`src/rtl/swap_scheduler_pkg.sv`:
```
// Package swap_sched_pkg
// Shared types and constants for the swap scheduler slice.
//   NUM_REGS / REG_W / FIFO_DEPTH : default geometry. swap_cmd_t takes its
//                                   field width from REG_W here, so a
//                                   different register count is made by
//                                   editing this package.
//   swap_cmd_t                    : one queued swap (two register indices)
//   issue_src_e                   : where the next issued swap comes from
//   IDENTITY_MAP                  : flattened identity permutation, slice i = i
package swap_sched_pkg;

    localparam int NUM_REGS   = 4;
    localparam int REG_W      = $clog2(NUM_REGS);
    localparam int FIFO_DEPTH = 4;

    typedef struct packed {
        logic [REG_W-1:0] a;
        logic [REG_W-1:0] b;
    } swap_cmd_t;

    typedef enum logic [1:0] {
        ISSUE_NONE = 2'd0,
        ISSUE_CPU  = 2'd1,
        ISSUE_FIFO = 2'd2
    } issue_src_e;

    // Builds the flattened identity permutation used as the reset mapping.
    function automatic logic [NUM_REGS*REG_W-1:0] identityMap();
        logic [NUM_REGS*REG_W-1:0] m;
        m = '0;
        for (int i = 0; i < NUM_REGS; i++) begin
            m[i*REG_W +: REG_W] = REG_W'(i);
        end
        return m;
    endfunction

    localparam logic [NUM_REGS*REG_W-1:0] IDENTITY_MAP = identityMap();

endpackage

```
`src/rtl/swap_scheduler_fifo.sv`:
```
// Module swap_cmd_fifo
// Synchronous FIFO of swap_cmd_t with a flush that empties it at the next edge.
// Ports:
//   clk_i, reset_i : clock, asynchronous active-high reset
//   flush_i        : drop every entry at the next edge; blocks push and pop
//   push_i, data_i : write one command (ignored when full)
//   pop_i,  data_o : remove the head; data_o always shows the current head
//   count_o        : number of entries held (0..DEPTH)
//   full_o, empty_o: occupancy flags
// DEPTH must be a power of two so the pointers wrap by plain overflow.
module swap_cmd_fifo
    import swap_sched_pkg::*;
#(
    parameter  int DEPTH = FIFO_DEPTH,
    localparam int PTR_W = $clog2(DEPTH),
    localparam int CNT_W = PTR_W + 1
) (
    input  logic             clk_i,
    input  logic             reset_i,
    input  logic             flush_i,
    input  logic             push_i,
    input  swap_cmd_t        data_i,
    input  logic             pop_i,
    output swap_cmd_t        data_o,
    output logic [CNT_W-1:0] count_o,
    output logic             full_o,
    output logic             empty_o
);

    swap_cmd_t        mem_q [DEPTH];
    logic [PTR_W-1:0] wrPtr_q, wrPtr_d;
    logic [PTR_W-1:0] rdPtr_q, rdPtr_d;
    logic [CNT_W-1:0] count_q, count_d;
    logic             doPush;
    logic             doPop;

    assign full_o  = (count_q == CNT_W'(DEPTH));
    assign empty_o = (count_q == '0);
    assign count_o = count_q;
    assign data_o  = mem_q[rdPtr_q];

    // Pointer and count next-state; flush wins over any push or pop.
    always_comb begin
        doPush  = push_i & ~full_o & ~flush_i;
        doPop   = pop_i & ~empty_o & ~flush_i;
        wrPtr_d = wrPtr_q;
        rdPtr_d = rdPtr_q;
        count_d = count_q;
        if (flush_i) begin
            wrPtr_d = '0;
            rdPtr_d = '0;
            count_d = '0;
        end else begin
            if (doPush) begin
                wrPtr_d = wrPtr_q + PTR_W'(1);
            end
            if (doPop) begin
                rdPtr_d = rdPtr_q + PTR_W'(1);
            end
            case ({doPush, doPop})
                2'b10:   count_d = count_q + CNT_W'(1);
                2'b01:   count_d = count_q - CNT_W'(1);
                default: count_d = count_q;
            endcase
        end
    end

    // Control registers.
    always_ff @(posedge clk_i or posedge reset_i) begin
        if (reset_i) begin
            wrPtr_q <= '0;
            rdPtr_q <= '0;
            count_q <= '0;
        end else begin
            wrPtr_q <= wrPtr_d;
            rdPtr_q <= rdPtr_d;
            count_q <= count_d;
        end
    end

    // Storage; cleared on reset so the head never shows X.
    always_ff @(posedge clk_i or posedge reset_i) begin
        if (reset_i) begin
            for (int i = 0; i < DEPTH; i++) begin
                mem_q[i] <= '0;
            end
        end else if (doPush) begin
            mem_q[wrPtr_q] <= data_i;
        end
    end

endmodule

```
`src/rtl/swap_scheduler.sv`:
```
// Module swap_scheduler
// Turns swap requests into the register mapper's doSWAP/reg1/reg2 strobe.
// Two background requesters share a round-robin grant into a command FIFO;
// a swap from decode preempts the FIFO for that cycle. A shadow copy of the
// mapping is updated exactly as the mapper does, so other blocks can read
// the current permutation from map_flat.
// Ports:
//   clk, reset               : clock, asynchronous active-high reset
//   req_valid/req_a/req_b    : per-requester swap request (slice i = requester i)
//   req_ready                : transfer happens when valid & ready
//   cpu_swap/cpu_reg1/2      : priority swap from decode
//   flush                    : empty the FIFO at the next edge
//   doSWAP/swap_reg1/2       : registered strobe and operands to the mapper
//   fifo_count, busy         : occupancy and activity
//   map_flat                 : shadow mapping, slice i = mapping[i]
// Optional macro SWAP_SCHED_STATS_EN adds stat_issued and stat_identity,
// 16-bit saturating counters of doSWAP cycles and dropped a==b requests.
module swap_scheduler #(
    parameter  int NUM_REGS   = swap_sched_pkg::NUM_REGS,
    parameter  int FIFO_DEPTH = swap_sched_pkg::FIFO_DEPTH,
    localparam int REG_W      = $clog2(NUM_REGS),
    localparam int CNT_W      = $clog2(FIFO_DEPTH) + 1
) (
    input  logic                      clk,
    input  logic                      reset,
    input  logic [1:0]                req_valid,
    input  logic [2*REG_W-1:0]        req_a,
    input  logic [2*REG_W-1:0]        req_b,
    output logic [1:0]                req_ready,
    input  logic                      cpu_swap,
    input  logic [REG_W-1:0]          cpu_reg1,
    input  logic [REG_W-1:0]          cpu_reg2,
    input  logic                      flush,
    output logic                      doSWAP,
    output logic [REG_W-1:0]          swap_reg1,
    output logic [REG_W-1:0]          swap_reg2,
    output logic [CNT_W-1:0]          fifo_count,
    output logic                      busy,
    output logic [NUM_REGS*REG_W-1:0] map_flat
`ifdef SWAP_SCHED_STATS_EN
    ,
    output logic [15:0]               stat_issued,
    output logic [15:0]               stat_identity
`endif
);

    import swap_sched_pkg::*;

    logic             rrPtr_q, rrPtr_d;
    logic [1:0]       grant;
    logic             winIdx;
    logic             accepted;
    logic             identityReq;
    swap_cmd_t        winCmd;
    swap_cmd_t        headCmd;
    logic             fifoPush;
    logic             fifoPop;
    logic             fifoFull;
    logic             fifoEmpty;
    logic [CNT_W-1:0] fifoCount;
    issue_src_e       issueSrc;
    logic             doSwap_q, doSwap_d;
    logic [REG_W-1:0] swapReg1_q, swapReg1_d;
    logic [REG_W-1:0] swapReg2_q, swapReg2_d;
    logic [REG_W-1:0] map_q [NUM_REGS];
    logic [REG_W-1:0] map_d [NUM_REGS];

    // Round-robin grant: the pointed-at requester wins if valid, otherwise
    // the other one. Ready is withheld while full even if a pop is about to
    // free a slot, which keeps the ready path independent of the issue logic.
    always_comb begin
        grant = 2'b00;
        if (rrPtr_q == 1'b0) begin
            if (req_valid[0])      grant = 2'b01;
            else if (req_valid[1]) grant = 2'b10;
        end else begin
            if (req_valid[1])      grant = 2'b10;
            else if (req_valid[0]) grant = 2'b01;
        end
        req_ready = grant & {2{~fifoFull & ~flush}};
    end

    // Accepted request: a==b swaps are consumed but never queued; the
    // pointer still moves past the winner either way.
    always_comb begin
        winIdx      = req_ready[1];
        accepted    = |req_ready;
        winCmd.a    = winIdx ? req_a[2*REG_W-1:REG_W] : req_a[REG_W-1:0];
        winCmd.b    = winIdx ? req_b[2*REG_W-1:REG_W] : req_b[REG_W-1:0];
        identityReq = (winCmd.a == winCmd.b);
        fifoPush    = accepted & ~identityReq;
        rrPtr_d     = accepted ? ~winIdx : rrPtr_q;
    end

    swap_cmd_fifo #(
        .DEPTH (FIFO_DEPTH)
    ) u_fifo (
        .clk_i   (clk),
        .reset_i (reset),
        .flush_i (flush),
        .push_i  (fifoPush),
        .data_i  (winCmd),
        .pop_i   (fifoPop),
        .data_o  (headCmd),
        .count_o (fifoCount),
        .full_o  (fifoFull),
        .empty_o (fifoEmpty)
    );

    // Issue selection: decode first, then the FIFO head unless a flush is
    // discarding it. Operands hold their last value when nothing issues.
    always_comb begin
        issueSrc   = ISSUE_NONE;
        fifoPop    = 1'b0;
        doSwap_d   = 1'b0;
        swapReg1_d = swapReg1_q;
        swapReg2_d = swapReg2_q;
        if (cpu_swap) begin
            issueSrc = ISSUE_CPU;
        end else if (!fifoEmpty && !flush) begin
            issueSrc = ISSUE_FIFO;
        end
        case (issueSrc)
            ISSUE_CPU: begin
                doSwap_d   = 1'b1;
                swapReg1_d = cpu_reg1;
                swapReg2_d = cpu_reg2;
            end
            ISSUE_FIFO: begin
                fifoPop    = 1'b1;
                doSwap_d   = 1'b1;
                swapReg1_d = headCmd.a;
                swapReg2_d = headCmd.b;
            end
            default: begin
                doSwap_d = 1'b0;
            end
        endcase
    end

    // Shadow map follows the mapper: a strobe visible this cycle swaps the
    // two entries at the next edge (a==b leaves the map unchanged).
    always_comb begin
        map_d = map_q;
        if (doSwap_q) begin
            map_d[swapReg1_q] = map_q[swapReg2_q];
            map_d[swapReg2_q] = map_q[swapReg1_q];
        end
    end

    // Scheduler state registers; reset drops anything in flight.
    always_ff @(posedge clk or posedge reset) begin
        if (reset) begin
            rrPtr_q    <= 1'b0;
            doSwap_q   <= 1'b0;
            swapReg1_q <= '0;
            swapReg2_q <= '0;
            for (int i = 0; i < NUM_REGS; i++) begin
                map_q[i] <= IDENTITY_MAP[i*REG_W +: REG_W];
            end
        end else begin
            rrPtr_q    <= rrPtr_d;
            doSwap_q   <= doSwap_d;
            swapReg1_q <= swapReg1_d;
            swapReg2_q <= swapReg2_d;
            map_q      <= map_d;
        end
    end

    // Flatten the shadow map so slice i carries mapping[i].
    always_comb begin
        map_flat = '0;
        for (int i = 0; i < NUM_REGS; i++) begin
            map_flat[i*REG_W +: REG_W] = map_q[i];
        end
    end

    assign doSWAP     = doSwap_q;
    assign swap_reg1  = swapReg1_q;
    assign swap_reg2  = swapReg2_q;
    assign fifo_count = fifoCount;
    assign busy       = (fifoCount != '0) | doSwap_q;

`ifdef SWAP_SCHED_STATS_EN
    logic [15:0] statIssued_q, statIssued_d;
    logic [15:0] statIdentity_q, statIdentity_d;

    // Saturating counters; issued counts the strobe as it is launched so
    // the count already includes a doSWAP that is high this cycle.
    always_comb begin
        statIssued_d   = statIssued_q;
        statIdentity_d = statIdentity_q;
        if (doSwap_d && statIssued_q != 16'hFFFF) begin
            statIssued_d = statIssued_q + 16'd1;
        end
        if (accepted && identityReq && statIdentity_q != 16'hFFFF) begin
            statIdentity_d = statIdentity_q + 16'd1;
        end
    end

    // Counter registers.
    always_ff @(posedge clk or posedge reset) begin
        if (reset) begin
            statIssued_q   <= '0;
            statIdentity_q <= '0;
        end else begin
            statIssued_q   <= statIssued_d;
            statIdentity_q <= statIdentity_d;
        end
    end

    assign stat_issued   = statIssued_q;
    assign stat_identity = statIdentity_q;
`endif

endmodule

```
`config.mk`:
```
export PLATFORM = sky130hd
export DESIGN_NAME = swap_scheduler
export DESIGN_NICKNAME = d
export VERILOG_FILES = /design/src/rtl/swap_scheduler_pkg.sv /design/src/rtl/swap_scheduler_fifo.sv /design/src/rtl/swap_scheduler.sv
export SDC_FILE = /design/constraint.sdc
export NUM_CORES = 1
export LEC_CHECK = 0
export ABC_AREA = 1
export ABC_CLOCK_PERIOD_IN_PS = 6100
export CORE_AREA = 3 3 67 69
export DETAILED_ROUTE_END_ITERATION = 16
export DIE_AREA = 0 0 70 72
export HOLD_SLACK_MARGIN = 0.02
export PLACE_DENSITY_LB_ADDON = 0.2
export SYNTH_ARGS = -nofsm -noshare
export SYNTH_HDL_FRONTEND = slang
export SYNTH_SLANG_ARGS = --single-unit
export TNS_END_PERCENT = 5
```
`constraint.sdc`:
```
create_clock -name clk -period 6.1 [get_ports clk]
set_input_delay 1.83 -clock clk [delete_from_list [all_inputs] [get_ports clk]]
set_output_delay 1.83 -clock clk [all_outputs]
set_load 0.01 [all_outputs]
```
# --- Word level (Yosys, flattened, before mapping) ---
# Index checks and enable logic that the tools add are counted.
word_totals:
  reg_bits: 37
  latch_bits: 0
  mem_bits_rw: 0
  rom_bits: 0
  input_bits: 18
  out_inout_bits: 19
  wordCells: 104
  mem_count: 0
classes:
  addsub: 4
  mul: 0
  div_mod_pow: 0
  n_lt_le_gt_ge: 7
  eq_ne: 6
  n_shift: 0
  mux: 37
  bitwise_logic: 17
  n_reduce_logical: 14
ops:
  columns: ["cell", "count"]
  rows:
  - ["2-bit 2-to-1 mux", 18]
  - ["16-bit bitwise mux", 1]
  - ["8-bit bitwise mux", 2]
  - ["3-bit greater-or-equal comparator, second input constant", 4]
  - ["4-bit 2-to-1 mux", 3]
  - ["2-bit NOT with 3-bit output", 4]
  - ["3-bit by 1-bit less-than comparator with 1-bit output, second input constant", 3]
  - ["2-bit binary-select mux with 2-bit select", 2]
  - ["4-bit binary-select mux with 2-bit select", 1]
  - ["2-bit demux with 2-bit select", 2]
  - ["4-bit demux with 2-bit select", 1]
  - ["2-bit one-hot mux with 2 select lines", 2]
  - ["1-bit bitwise AND", 6]
  - ["3-bit one-hot mux with 2 select lines", 1]
  - ["2-bit nonzero test", 3]
  - ["3-bit nonzero test", 2]
  - ["1-bit NOT", 5]
  - ["2-bit by 1-bit adder with 2-bit output, second input constant", 2]
  - ["2-bit by 1-bit equality test with 1-bit output, second input constant", 2]
  - ["2-bit equality test, second input constant", 2]
  - ["1-bit logical AND", 4]
  - ["2-bit OR reduction", 2]
  - ["3-bit by 1-bit adder with 3-bit output, second input constant", 1]
  - ["3-bit equality test, second input constant", 1]
  - ["8 further kinds", 11]

# --- Depth between registers and ports, before layout ---
# Gate-level depths: netlist of run 1.
logic_depth:
  word_depth: 13
  mapped_depth: 19
  depth_no_buf: 19

# --- Modules after synthesis ---
# A second synthesis of run 1 with hierarchy kept.
unflattened:
  hier_cells: 316
  hier_area_um2: 2294.7
modules_own_cells:
  columns: ["mod", "n_inst", "cells_each", "area_per_inst_um2", "seq_area_each_um2"]
  rows:
  - ["swap_cmd_fifo", 1, 139, 1204.9, 575.6]
  - ["swap_scheduler", 1, 177, 1089.8, 355.3]

# --- Least setup slack after synthesis of run 1 ---
# No wires, ideal clock.
synth_timing:
  kind: "input port to output port"
  startpoint: "input port flush"
  endpoint: "output port req_ready[0]"
  arrival_ns: 2.379
  required_ns: 4.270
  path_slack_ns: 1.891
  stages: 5
  path_buffers: 0
  path_cell_list: "inv_2 nand2_4 nor2_1 inv_1 nor2_1"
synth_via:
  elab_chain_cells: 3
synth_rtl:
  columns: ["item", "line_no", "rtl"]
  rows:
  - ["from (decl)", "swap_scheduler.sv:33", "input logic flush,"]
  - ["1-bit NOT", "swap_scheduler.sv:80", "req_ready = grant & {2{~fifoFull & ~flush}};"]
  - ["1-bit bitwise AND", "swap_scheduler.sv:80", null]
  - ["2-bit bitwise AND", "swap_scheduler.sv:80", null]
  - ["to (decl)", "swap_scheduler.sv:29", "output logic [1:0] req_ready,"]
# No other way between the ends.

# --- Worst setup path in the final report of run 1 ---
# Same ends and word-level chain as after synthesis.

==> results of run 1 <==
cell usage in the layout (no fill, tap or decap), types with 4 or more instances in the layout:
cell / count
sky130_fd_sc_hd__nand4_1: 4
sky130_fd_sc_hd__nor2_1: 21
sky130_fd_sc_hd__o221ai_1: 4
sky130_fd_sc_hd__nand2_2: 8
sky130_fd_sc_hd__clkbuf_8: 6
sky130_fd_sc_hd__dfrtp_1: 33
sky130_fd_sc_hd__o21ai_0: 25
sky130_fd_sc_hd__o21ai_1: 4
sky130_fd_sc_hd__nor2_4: 6
sky130_fd_sc_hd__ha_1: 4
sky130_fd_sc_hd__a31oi_1: 4
sky130_fd_sc_hd__a21oi_1: 9
sky130_fd_sc_hd__inv_1: 45
sky130_fd_sc_hd__o211ai_1: 4
sky130_fd_sc_hd__nand2_1: 65
sky130_fd_sc_hd__o21a_1: 14
sky130_fd_sc_hd__clkdlybuf4s50_1: 36
sky130_fd_sc_hd__dfstp_2: 4
sky130_fd_sc_hd__nand3_1: 13
metal layers:
metal / vias up / GRT usage, % / part of all wire [%]
met5: - / 0 / 0
met4: 0 / 9.57 / 1.6
met3: 7 / 4.29 / 5.6
met2: 74 / 38.3 / 51
met1: 967 / 25.9 / 42
li1: 1033 / - / -
cell type report:
class | count | area (sq um)
fillers | 329 | 1130
flip-flops and latches | 37 | 931
clock buffers | 6 | 82.6
multi-input cells | 202 | 1180
clock inverters | 2 | 37.5
well taps | 50 | 62.6
repair buffers | 37 | 368
inverters | 48 | 180
worst register-to-register path: stages, from the launching register on:
cell and delay, ps:
sky130_fd_sc_hd__dfrtp_1 490, sky130_fd_sc_hd__inv_2 90, sky130_fd_sc_hd__nand3_4 120, sky130_fd_sc_hd__nand3_4 130, sky130_fd_sc_hd__nand2_1 100, sky130_fd_sc_hd__nand2_2 100
sky130_fd_sc_hd__nand2_1 90, sky130_fd_sc_hd__nand2_2 60, sky130_fd_sc_hd__nand2_4 100, sky130_fd_sc_hd__nand2_8 110, sky130_fd_sc_hd__nand2_8 110, sky130_fd_sc_hd__inv_1 60
sky130_fd_sc_hd__fa_1 390, sky130_fd_sc_hd__xnor2_1 230, sky130_fd_sc_hd__inv_1 60, sky130_fd_sc_hd__nand2_1 60, sky130_fd_sc_hd__nand2_1 40, sky130_fd_sc_hd__nand2_1 60
sky130_fd_sc_hd__nand2_1 40
sequential cells by signal (all words and copies together) (netlist names):
| register | count |
|---|---|
| map_flat | 8 |
| u_fifo.rdPtr_q | 2 |
| u_fifo.count_o | 3 |
| rrPtr_q | 1 |
| swap_reg1 | 2 |
| u_fifo.mem_q | 16 |
| u_fifo.wrPtr_q | 2 |
| swap_reg2 | 2 |
| doSWAP | 1 |
per-stage QoR:
| step | total power [mW] | std cells | area (sq um) |
|---|---|---|---|
| 2_1_floorplan | 0.653 | 289 | 2300 |
| 3_3_place_gp | 0.777 | 374 | 2720 |
| 3_5_place_dp | 0.792 | 374 | 2720 |
| 4_1_cts | 1.01 | 382 | 2840 |
| 5_1_grt | 1.09 | 382 | 2840 |
| 6_report | 1.01 | 382 | 2840 |
power by group:
group | internal (mW) | switching, mW
clock network | 0.133 | 0.0898
logic | 0.170 | 0.212
registers | 0.336 | 0.0717
total | 0.639 | 0.373
kinds of logic (layout without fill, tap and decap cells):
kind of cell	Yosys count	in the layout	synth area share, %
AO/OA/AOI/OAI	71	71	19.7
XOR/XNOR	1	1	0.381
adder cells (fa/ha/maj)	5	5	3.05
buffers and inverters	50	93	8.21
flip-flops	37	37	40.5
AND/OR/NAND/NOR	125	125	28.2
path summary, 6_finish.rpt:
kind,start,endpoint,slack [ps]
max,flush,req_ready[0],840
min,u_fifo.mem_q[8]$_DFFE_PP0P_,u_fifo.mem_q[8]$_DFFE_PP0P_,490
max reg2reg,u_fifo.count_o[0]$_DFFE_PP0P_,u_fifo.count_o[2]$_DFFE_PP0P_,3570
min reg2reg,u_fifo.mem_q[8]$_DFFE_PP0P_,u_fifo.mem_q[8]$_DFFE_PP0P_,490
max in group asynchronous,reset,map_flat[5]$_DFFE_PP1P_,3790
min in group asynchronous,reset,map_flat[3]$_DFFE_PP0P_,1950
==> metrics, run 1 <==
outcome finished clean; ratio of cells with drive above 1 in the final layout 12.0%; Peak VDD IR 0.231 mV; routability-driven placement congestion ratio 0.869; netlist area before placement 2300 sq um; pin count of the biggest net entering global routing 38; initial standard-cell utilization of the core 57.9%; most instantiated cells after synthesis sky130_fd_sc_hd__nand2_1, sky130_fd_sc_hd__inv_1, sky130_fd_sc_hd__dfrtp_1; number of vias in the routed layout 2081; worst setup timing slack at the placement stage 821 ps; worst hold stages 1; Crit. path cell count 7; Synth Net Count 312; synthesized flop and latch total 37; number of violations reported at the end of detailed-routing iteration 0 147; first-pass GRT wire length 8930 microns; remaining global-route overflow 0; clock tree from TritonCTS yes; type of the setup path with the least slack in2out; worst path buffer plus inverter count 4; number of diodes added for antenna fixing 0; worst-case clock skew 5.98 ps; total length of routed wires 5110 microns; cell type with the largest total area after synthesis sky130_fd_sc_hd__dfrtp_1; top-area cell type share of the netlist area 35.9%; Clk Tree Root Cell sky130_fd_sc_hd__clkbuf_8; number of buffers on the longest clock path 2; number of synthesized flops with an enable pin 0; io pins 37; max-cap check violation count 0; vias per std cell 5.45; final core area utilization 71.6%; Yosys warning count 0; power per standard cell area 356 nW/um^2; estimated wirelength of the detail-placed design 3880 microns; hold slack final 487 ps; biggest fanout along the worst timing path 10; hold crit path type reg2reg; CTS sink cnt 37; number of antenna violations at the first check in global routing 0; number of nets in the layout 354; width of the chip 70 microns; Detail Route Antenna Nets 0; highest clock frequency the design can meet 190 MHz; # Post-CTS Setup Buffers 0; routed len/inst 13.4 microns; area of the placeable core 3970 sq um; family of cells with the greatest summed delay on the critical path buffers and inverters; via count of the first global-routing pass 2049; crit end category output pin; number of CTS-inserted buffers 5; final worst setup slack 839 ps; CP max stage cell sky130_fd_sc_hd__clkdlybuf4s50_1; Max Slew Vio Count 0; WP data required 4270 ps; floorplan row count 23; final setup violating endpoints 0; summed negative setup slack over all endpoints 0 ps; CTS H-tree lvls 2; final hold viol count 0; Pre-antenna DRT Iters 4; shortest period the worst path allows 5260 ps; fraction of synthesis flops using an asynchronous set or reset pin 100%; CTS hold repair buffers 0; synth-to-layout area growth 23.6%; crit share post-route 86.2%; measured slew at the worst slew-check pin 582 ps; Worst-path clk slew 70 ps; most common cell in the netlist sky130_fd_sc_hd__nand2_1; height of the chip 72 microns; setup repair after global routing missed its margin false; Cell Chain, Critical Path clkdlybuf4s50_1, inv_2, nand2_4, nor2_1, inv_1, nor2_1, clkdlybuf4s50_1; synthesized area divided by synthesized cell count 7.96 sq um; area enclosed by the die boundary 5040 sq um; Worst-Skew Late Latency 290 ps; GRT Resource Usage Total 21.7%; post-cts resize count 0; Yosys cell types 30; R2R depth 18; worst rel slew slack 60.8%; Max stage delay on crit path 530 ps; DRC violation count after routing 0; Synth area leaders sky130_fd_sc_hd__dfrtp_1, sky130_fd_sc_hd__nand2_1, sky130_fd_sc_hd__inv_1, sky130_fd_sc_hd__o21ai_0, sky130_fd_sc_hd__dfstp_2; Synth Instances 289; number of port buffers 36; crit path launch type input pin; data arrival at the endpoint of the critical path 3430 ps; dominant register cell in the synthesized netlist sky130_fd_sc_hd__dfrtp_1; portion of the post-synthesis area used by sequential elements 40.5%; leakage power figure 1.26 nW
(Power assumes the default switching activity.)
==> inputs of run 2 (changes only) <==
SETUP_SLACK_MARGIN = 0.15   (was default)
SLEW_MARGIN = 20   (was default)
==> results of run 2 <==
Final layout, timing and power as in run 1 (identical DEF).
